--- config.mk ---
export PLATFORM = sky130hd
export DESIGN_NAME = gpio_cmd_ctrl
export DESIGN_NICKNAME = d
export VERILOG_FILES = /design/src/rtl/gpio_cmd_ctrl.sv
export SDC_FILE = /design/constraint.sdc
export NUM_CORES = 1
export LEC_CHECK = 0
export ABC_AREA = 0
export CAP_MARGIN = 10
export CORE_MARGIN = 5
export CORE_UTILIZATION = 31
export CTS_BUF_LIST = sky130_fd_sc_hd__clkbuf_4
export CTS_CLUSTER_DIAMETER = 50
export DETAILED_ROUTE_END_ITERATION = 7
export PLACE_DENSITY = 0.75
export SLEW_MARGIN = 20
export SYNTH_ARGS = -nofsm -noshare
export SYNTH_HDL_FRONTEND = slang
export SYNTH_SLANG_ARGS = --single-unit
--- constraint.sdc ---
create_clock -name i_CLK -period 2.35 [get_ports i_CLK]
set_clock_uncertainty 0.05 [all_clocks]
set_input_delay 0.3525 -clock i_CLK [delete_from_list [all_inputs] [get_ports i_CLK]]
set_output_delay 0.3525 -clock i_CLK [all_outputs]
set_load 0.03 [all_outputs]
--- src/rtl/gpio_cmd_ctrl.sv ---
// gpio_cmd_ctrl
// Decodes GPIO command words from a microcontroller and drives the kernel,
// pixel and control interfaces of the convolution engine. It also returns
// a status/readback word on o_GPIOdata.
//
// Command handshake: the bus has no ready signal. i_GPIOvalid is a level.
// A command is taken only on its rising edge, meaning i_GPIOvalid is 1 now
// and was 0 in the previous cycle. A level held high is a single command.
// A level that is already high while i_rst is asserted never counts as an
// edge. It must drop low and rise again before it is taken.
// The effect of a command is visible in the cycle after it is taken.
module gpio_cmd_ctrl #(
    parameter int NB_GPIO  = 32,
    parameter int NB_OPC   = 3,
    parameter int NB_KDATA = 24,
    parameter int N_KROWS  = 3,
    parameter int NB_LEN   = 10,
    parameter int NB_PIX   = 8,
    parameter int NB_RDATA = 13,
    localparam int NB_ROW  = (N_KROWS > 1) ? $clog2(N_KROWS) : 1
) (
    input  logic                i_CLK,
    input  logic                i_rst,
    input  logic [NB_GPIO-1:0]  i_GPIOdata,
    input  logic                i_GPIOvalid,
    input  logic [NB_RDATA-1:0] i_MCUdata,
    input  logic                i_EOP,
    output logic [NB_GPIO-1:0]  o_GPIOdata,
    output logic [NB_KDATA-1:0] o_KNLdata,
    output logic [NB_ROW-1:0]   o_KNLrow,
    output logic                o_KNLvalid,
    output logic [NB_PIX-1:0]   o_PIXdata,
    output logic                o_PIXvalid,
    output logic [NB_LEN-1:0]   o_imgLength,
    output logic                o_load,
    output logic                o_run,
    output logic                o_req,
    output logic                o_err
);

    // Opcodes
    localparam logic [NB_OPC-1:0] OPC_KNL   = NB_OPC'(0);
    localparam logic [NB_OPC-1:0] OPC_SIZE  = NB_OPC'(1);
    localparam logic [NB_OPC-1:0] OPC_IMG   = NB_OPC'(2);
    localparam logic [NB_OPC-1:0] OPC_REQ   = NB_OPC'(3);
    localparam logic [NB_OPC-1:0] OPC_GO    = NB_OPC'(4);
    localparam logic [NB_OPC-1:0] OPC_CLEAR = NB_OPC'(5);

    // Controller states; the encoding is reported on o_GPIOdata
    localparam logic [1:0] S_IDLE = 2'b00;
    localparam logic [1:0] S_LOAD = 2'b01;
    localparam logic [1:0] S_RUN  = 2'b10;
    localparam logic [1:0] S_DONE = 2'b11;

    localparam logic [NB_ROW-1:0] ROW_LAST = NB_ROW'(N_KROWS - 1);

    logic [1:0]          state;
    logic [1:0]          state_nx;
    logic                valid_q;
    logic                hold_q;
    logic                accept;
    logic [NB_OPC-1:0]   opc;
    logic [NB_ROW-1:0]   row_cnt;
    logic                kernel_full;
    logic [NB_RDATA-1:0] readback;

    logic do_knl;
    logic do_size;
    logic do_img;
    logic do_req;
    logic do_clear;
    logic err_set;

    // Only the opcode and the payload fields carry meaning. The bits between
    // them are folded into this signal so that they are still consumed.
    logic unused_gpio_bits;
    assign unused_gpio_bits = ^i_GPIOdata;

    assign opc    = i_GPIOdata[NB_GPIO-1 -: NB_OPC];
    assign accept = i_GPIOvalid & ~valid_q & ~hold_q;

    // Rising-edge detector for the command strobe.
    // During reset, hold_q records whether the level is already high, so that
    // level is not taken as a fresh edge once reset is released.
    always_ff @(posedge i_CLK) begin
        if (i_rst) begin
            valid_q <= 1'b0;
            hold_q  <= i_GPIOvalid;
        end else begin
            valid_q <= i_GPIOvalid;
            if (!i_GPIOvalid) begin
                hold_q <= 1'b0;
            end
        end
    end

    // Command decode and next-state selection
    always_comb begin
        state_nx = state;
        do_knl   = 1'b0;
        do_size  = 1'b0;
        do_img   = 1'b0;
        do_req   = 1'b0;
        do_clear = 1'b0;
        err_set  = 1'b0;
        if (state == S_RUN) begin
            // While running, only CLEAR is honoured. CLEAR beats a same-cycle EOP.
            if (accept && (opc == OPC_CLEAR)) begin
                do_clear = 1'b1;
                state_nx = S_IDLE;
            end else if (i_EOP) begin
                state_nx = S_DONE;
            end
        end else if (accept) begin
            case (opc)
                OPC_KNL: begin
                    if (state == S_LOAD) begin
                        err_set = 1'b1;
                    end else begin
                        do_knl   = 1'b1;
                        state_nx = S_IDLE;
                    end
                end
                OPC_SIZE: begin
                    if (state == S_LOAD) begin
                        err_set = 1'b1;
                    end else begin
                        do_size  = 1'b1;
                        state_nx = S_IDLE;
                    end
                end
                OPC_IMG: begin
                    do_img   = 1'b1;
                    state_nx = S_LOAD;
                end
                OPC_REQ: begin
                    if (state == S_DONE) begin
                        do_req = 1'b1;
                    end else begin
                        err_set = 1'b1;
                    end
                end
                OPC_GO: begin
                    // A run starts only from LOAD, with a full kernel and a nonzero length
                    if ((state == S_LOAD) && kernel_full && (o_imgLength != '0)) begin
                        state_nx = S_RUN;
                    end else begin
                        err_set = 1'b1;
                    end
                end
                OPC_CLEAR: begin
                    do_clear = 1'b1;
                    state_nx = S_IDLE;
                end
                default: begin
                    err_set = 1'b1;
                end
            endcase
        end
    end

    // State register and the control levels decoded from the next state
    always_ff @(posedge i_CLK) begin
        if (i_rst) begin
            state  <= S_IDLE;
            o_load <= 1'b0;
            o_run  <= 1'b0;
        end else begin
            state  <= state_nx;
            o_load <= (state_nx == S_LOAD);
            o_run  <= (state_nx == S_RUN);
        end
    end

    // Kernel row writes: row counter wraps, kernel_full latches on last row
    always_ff @(posedge i_CLK) begin
        if (i_rst) begin
            o_KNLdata   <= '0;
            o_KNLrow    <= '0;
            o_KNLvalid  <= 1'b0;
            row_cnt     <= '0;
            kernel_full <= 1'b0;
        end else begin
            o_KNLvalid <= do_knl;
            if (do_clear) begin
                row_cnt     <= '0;
                kernel_full <= 1'b0;
            end else if (do_knl) begin
                o_KNLdata <= i_GPIOdata[NB_KDATA-1:0];
                o_KNLrow  <= row_cnt;
                if (row_cnt == ROW_LAST) begin
                    row_cnt     <= '0;
                    kernel_full <= 1'b1;
                end else begin
                    row_cnt <= row_cnt + 1'b1;
                end
            end
        end
    end

    // Image length and pixel stream registers
    always_ff @(posedge i_CLK) begin
        if (i_rst) begin
            o_imgLength <= '0;
            o_PIXdata   <= '0;
            o_PIXvalid  <= 1'b0;
        end else begin
            o_PIXvalid <= do_img;
            if (do_size) begin
                o_imgLength <= i_GPIOdata[NB_LEN-1:0];
            end
            if (do_img) begin
                o_PIXdata <= i_GPIOdata[NB_PIX-1:0];
            end
        end
    end

    // Result read: request pulse, then capture memory data one cycle later
    always_ff @(posedge i_CLK) begin
        if (i_rst) begin
            o_req    <= 1'b0;
            readback <= '0;
        end else begin
            o_req <= do_req;
            if (o_req) begin
                readback <= i_MCUdata;
            end
        end
    end

    // Sticky error flag; only CLEAR or reset removes it
    always_ff @(posedge i_CLK) begin
        if (i_rst) begin
            o_err <= 1'b0;
        end else if (do_clear) begin
            o_err <= 1'b0;
        end else if (err_set) begin
            o_err <= 1'b1;
        end
    end

    // Status word: {done, state, err, zero fill, readback}, MSB first
    always_comb begin
        o_GPIOdata                 = '0;
        o_GPIOdata[NB_RDATA-1:0]   = readback;
        o_GPIOdata[NB_GPIO-4]      = o_err;
        o_GPIOdata[NB_GPIO-3 +: 2] = state;
        o_GPIOdata[NB_GPIO-1]      = (state == S_DONE);
    end

endmodule

### Word-level counts from Yosys, hierarchy flattened

Cells that the tools add are included.

* register bits after elaboration: 70
* bits of input ports: 49
* output and inout bits: 82
* logic and storage cells: 78

* $add $sub $neg: 1
* equality and inequality tests: 12
* mux-type cells: 31
* bitwise operators: 7
* reductions and logical operators: 11

Operator list (count)
* two-way mux 1 bit: 22
* two-way mux 2 bit: 7
* nonzero test 10 bit: 1
* == test 2 bit, second input constant: 4
* one-hot mux 2 bit (4 select lines): 1
* == test 3 x 2 -> 1 bit, second input constant: 2
* == test 3 bit, second input constant: 2
* OR reduction 2 bit: 3
* inverter 1 bit: 5
* == test 2 x 1 -> 1 bit, second input constant: 2
* one-hot mux 1 bit (4 select lines): 1
* AND reduction 2 bit: 2
* OR reduction 4 bit: 1
* == test 3 x 1 -> 1 bit, second input constant: 1
* logical AND 1 bit: 3
* logical NOT 3 bit: 1
* adder 2 x 1 -> 2 bit, second input constant: 1
* bitwise AND 1 bit: 2
* != test 2 bit, second input constant: 1

### Longest topological paths before layout

* depth after elaboration: 8
* gate-level depth with buffers: 7
* mapped depth without buffers: 4

### Worst setup path before layout

Ideal clock, no wire load.

* path type: register to register
* from: register state[1]
* to: register o_PIXdata[0]
* library setup time: 0.128 ns
* data arrival time: 1.614 ns
* required time: 2.172 ns
* path slack: 0.559 ns
* stages on the path, launching flop included: 7
* buffers on the path: 2
* clock period less this slack: 1.791 ns
* cell sequence: dfxtp_1 buf_2 nor2b_1 or4_1 buf_4 mux2i_1 nor2_1

* word-level cells in the longest chain between the ends: 2

Ends and longest elaborated chain
* from (decl): RTL line 57 `logic [1:0] state;`
* from (signal assigned): RTL line 169 `state <= state_nx;`
* == test 2 bit: RTL line 106 `if (state == S_RUN) begin`
* two-way mux 1 bit: RTL line 106
* to (signal assigned): RTL line 213 `o_PIXdata <= i_GPIOdata[NB_PIX-1:0];`
* to (decl): RTL line 32 `output logic [NB_PIX-1:0] o_PIXdata,`

No other way between the ends.
A chain may end at the register's enable or synchronous reset.

### Worst setup path in the final report

* from: register state[1]
* to: output port o_GPIOdata[31]

* word-level cells in the longest chain between the ends: 1

Ends and longest elaborated chain
* == test 2 bit: RTL line 248 `o_GPIOdata[NB_GPIO-1] = (state == S_DONE);`
* to (decl): RTL line 28 `output logic [NB_GPIO-1:0] o_GPIOdata,`

No other way between the ends.

==> flow_results.org <==
** Routing
- Drc violations :: 0
- Iter 0 DRT Violations :: 96
- Count of antenna-violating nets left after detailed routing :: 0
- Dividing the detail-routed wire length by the instance count gives 14.00 um.
- After detailed routing, the number of vias per cell comes to 4.611.
- For this block, the routed nets add up to 7517 um of wire.
- Before antenna repair, the detailed router went through 5 iterations.
- Via count :: 2476

** Timing
- The number of max-slew violations in the final report came to 0.
- For the pin with the worst max-slew slack, the measured transition is 492.3 ps.
- Tmin final :: 2256 ps
- Final count of hold timing violations :: 0
- Final setup violation count :: 0
- The tightest hold path in the finished design has a slack of 363.6 ps.
- Setup repair after global routing left no endpoint under its margin.
- The final critical path takes up 96.00% of the cycle.
- Setup total negative slack on the finished layout was measured at 0 ps.
- Setup slack of the critical path after layout :: 93.97 ps
- Based on the critical path, the design can be clocked at up to 443.3 MHz.
- Measured against its own limit, the worst slew margin works out to 66.33%.

** Logic synthesis
- Sorting the synthesized cells by area gives the leading types as sky130_fd_sc_hd__dfxtp_1, sky130_fd_sc_hd__mux2i_1, sky130_fd_sc_hd__nand2_1.
- Synthesized instance count :: 311
- The synthesized netlist devotes 19.22% of its cell area to simple gates.
- FFs w/ async S/R, synth :: 0%
- The synthesized netlist occupies a cell area of 0.002760 mm2.
- Seq/Total Area, Yosys :: 51.13%
- The synthesized netlist devotes 9.429% of its cell area to compound gates.
- Yosys cell types :: 36
- After synthesis, the share of cell area in mux cells is 11.24%.
- Cell type contributing the most total cell area after synthesis :: sky130_fd_sc_hd__dfxtp_1
- Number of warnings reported in the yosys synthesis log :: 0
- For this run, the leading register cell type out of synthesis is sky130_fd_sc_hd__dfxtp_1.
- The synthesized netlist devotes 0% of its cell area to adder and majority cells.
- Counting flops with a built-in enable in the synthesized netlist gives 1.
- Counting flops and latches in the post-synthesis netlist gives 70.
- A synthesized cell averages 8.875 um2.
- Combinational family with the most area after synthesis :: simple AND/OR/NAND/NOR gates
- Post-synth top area share :: 50.05%
- The synthesized netlist devotes 0.3173% of its cell area to XOR and XNOR gates.

** Clock network
- CTS Sinks :: 70
- For the worst-skew pair, the clock arrives at the later sink with an insertion delay of 400 ps.
- Clock tree synthesis selected as its root buffer the cell sky130_fd_sc_hd__clkbuf_4.
- Clock tree from TritonCTS :: built
- Clock-pin transition on the worst setup and hold timing paths :: 100 ps
- After clock tree synthesis, the flow added hold-fix buffers numbering 0.
- Level count of the clock H-tree :: 3
- Quantity of gates resized following cts :: 0
- The number of setup buffers added after CTS is 0.
- No sink is reached through more buffers than the 2 on the longest clock path.
- Number of buffers created by CTS :: 9

** Final layout
- Once layout is complete, the utilization of the core stands at 47.02%.
- Leading cell types in the layout, fill and taps excluded :: sky130_fd_sc_hd__clkdlybuf4s50_1, sky130_fd_sc_hd__dfxtp_1, sky130_fd_sc_hd__nand2_1
- Of the cells placed in the final design, the portion with a size suffix greater than 1 is 7.710%.
- Counting the fill cells in the layout gives 840.
- Nets :: 472
- Count of non-filler cells in the finished layout :: 537
- The library cell used most frequently in the layout, excluding fill and tap cells, is sky130_fd_sc_hd__clkdlybuf4s50_1.
- Relative to the synthesized area, the layout overhead comes to 48.55%.

** Global route
- GRT overflow :: 0
- Initial antenna violation count :: 1
- Vias in the first global route :: 2463
- Entering global routing, the biggest net connects 42 pins.
- Global routing used 13.63% of the available tracks across all layers.
- Wire length of the first global-routing pass :: 12170 um

** Die
- The floorplan step defined a core boundary enclosing 0.008721 mm2.
- For this configuration, the core starts out at a cell density of 31.65%.
- DIE AREA :: 0.01089 mm2
- The initialized floorplan defines 34 standard-cell rows.
- Measured along the y axis, the die boundary spans 104.4 um.
- Die X-Extent :: 104.4 um
- I/O pin count :: 131

** Setup path
- Worst endpoint data arrival time :: 1850 ps
- Crit start category :: register
- Required time worst endpoint :: 1950 ps
- CP peak stage delay :: 690 ps
- On the critical path, the stage with the largest delay is an instance of sky130_fd_sc_hd__clkdlybuf4s50_1.
- Counting both buffers and inverters, the worst setup path holds a total of 1.
- Crit-path leading delay family :: buffers and inverters
- The critical path in this run is classified as reg2out.
- Cells along the critical path :: and2_1 -> clkdlybuf4s50_1
- Of all nets on the critical path, the largest fanout is 10.
- Capturing element type of the critical path :: output pin

** Placed design
- Number of cells after detailed placement :: 520
- Pre-CTS WS :: 9.095 ps
- Count of input and output buffers :: 110
- After legalization and detailed placement, the total HPWL measured 5725 um.
- Placer Congestion :: 0.7767

** Pwr
- In this run the static leakage power is 0.001574 uW.
- For this design the ratio of total power to cell area is 540.1 mW/mm2.
- Largest voltage drop on the vdd net :: 0.0002393 V

** Run
- Max-cap violations :: 0

** Min path
- The min-delay analysis places its worst path in the category in2reg.

** Run status
- The flow ran to the end, and the final reports show no timing, DRC or antenna violations.
where the power goes:
part | internal, uW | switching (uW) | total, uW
Sequential | 1200 | 9.82 | 1210
Combinational | 117 | 136 | 253
Clock | 342 | 405 | 748
Total | 1660 | 551 | 2210
layer usage:
metal,share of wire (%),wire length (um),track usage (%),up-vias
met1,42,3188,15.33,1162
met5,0,0,0,-
met4,0.86,65,4.718,0
met3,7.9,596,6.083,4
li1,-,-,-,1235
met2,49,3667,22.76,75
Yosys cell counts, types with 3 or more instances:
master and count:
sky130_fd_sc_hd__a21oi_1 32, sky130_fd_sc_hd__buf_2 8, sky130_fd_sc_hd__buf_4 17, sky130_fd_sc_hd__clkbuf_1 12, sky130_fd_sc_hd__dfxtp_1 69, sky130_fd_sc_hd__inv_1 5, sky130_fd_sc_hd__mux2i_1 31, sky130_fd_sc_hd__nand2_1 58
sky130_fd_sc_hd__nand2b_1 4, sky130_fd_sc_hd__nor2_1 37, sky130_fd_sc_hd__nor2b_1 3, sky130_fd_sc_hd__nor4_1 4, sky130_fd_sc_hd__o31ai_1 3, sky130_fd_sc_hd__or3_1 3
flip-flops by register name, summed over array words and instances, names as in the netlist:
register	flops
hold_q	1
kernel_full	1
o_KNLdata	24
o_KNLrow	2
o_KNLvalid	1
o_PIXdata	8
o_PIXvalid	1
o_err	1
o_imgLength	10
o_load	1
o_req	1
o_run	1
readback	13
row_cnt	2
state	2
valid_q	1
worst register-to-register path, cell delays in order (launching register included):
cell                       delay, ps
sky130_fd_sc_hd__edfxtp_1        390
sky130_fd_sc_hd__or3b_1          380
sky130_fd_sc_hd__buf_4           190
sky130_fd_sc_hd__o311a_1         340
sky130_fd_sc_hd__nor3_2          240
sky130_fd_sc_hd__and4_1          210
layout make-up:
type                            count  area (um2)  share of cell area, %
Sequential cell                    70        1411                  34.42
Antenna cell                        1       2.502                0.06103
Tap cell                          108       135.1                  3.296
Multi-Input combinational cell    212        1166                  28.44
Timing Repair Buffer              125        1234                  30.09
Clock inverter                      5       50.05                  1.221
Clock buffer                       11       82.58                  2.014
Inverter                            5       18.77                 0.4577
through the flow:
| step | total power, uW | cell area, um2 |
|---|---|---|
| final | 2215 | 4100 |
| after floorplan | 1383 | 2813 |
| after global routing | 2333 | 4100 |
| after CTS | 2257 | 4098 |
| after detailed placement | 1495 | 3965 |
| after global placement | 1490 | 3965 |
worst paths after layout:
| check | startpoint | endpoint | slack [ps] | depth (start not counted) |
|---|---|---|---|---|
| max reg2reg | hold_q$_SDFFCE_PN0P_ | o_run$_SDFF_PP0_ | 490 | 5 |
| min reg2reg | o_KNLdata[21]$_SDFFE_PP0P_ | o_KNLdata[21]$_SDFFE_PP0P_ | 410 | 2 |
| min | i_rst | o_imgLength[0]$_SDFFE_PP0P_ | 360 | 2 |
| max | state[1]$_SDFF_PP0_ | o_GPIOdata[31] | 90 | 2 |
kinds of logic after synthesis:
family,after synthesis
AOI/OAI and AO/OA,44
xor gates and xnor gates,1
buffers and inverters,43
DFF,70
muxes,31
other,1
and+or+nand+nor,121
(Power assumes the default switching activity.)
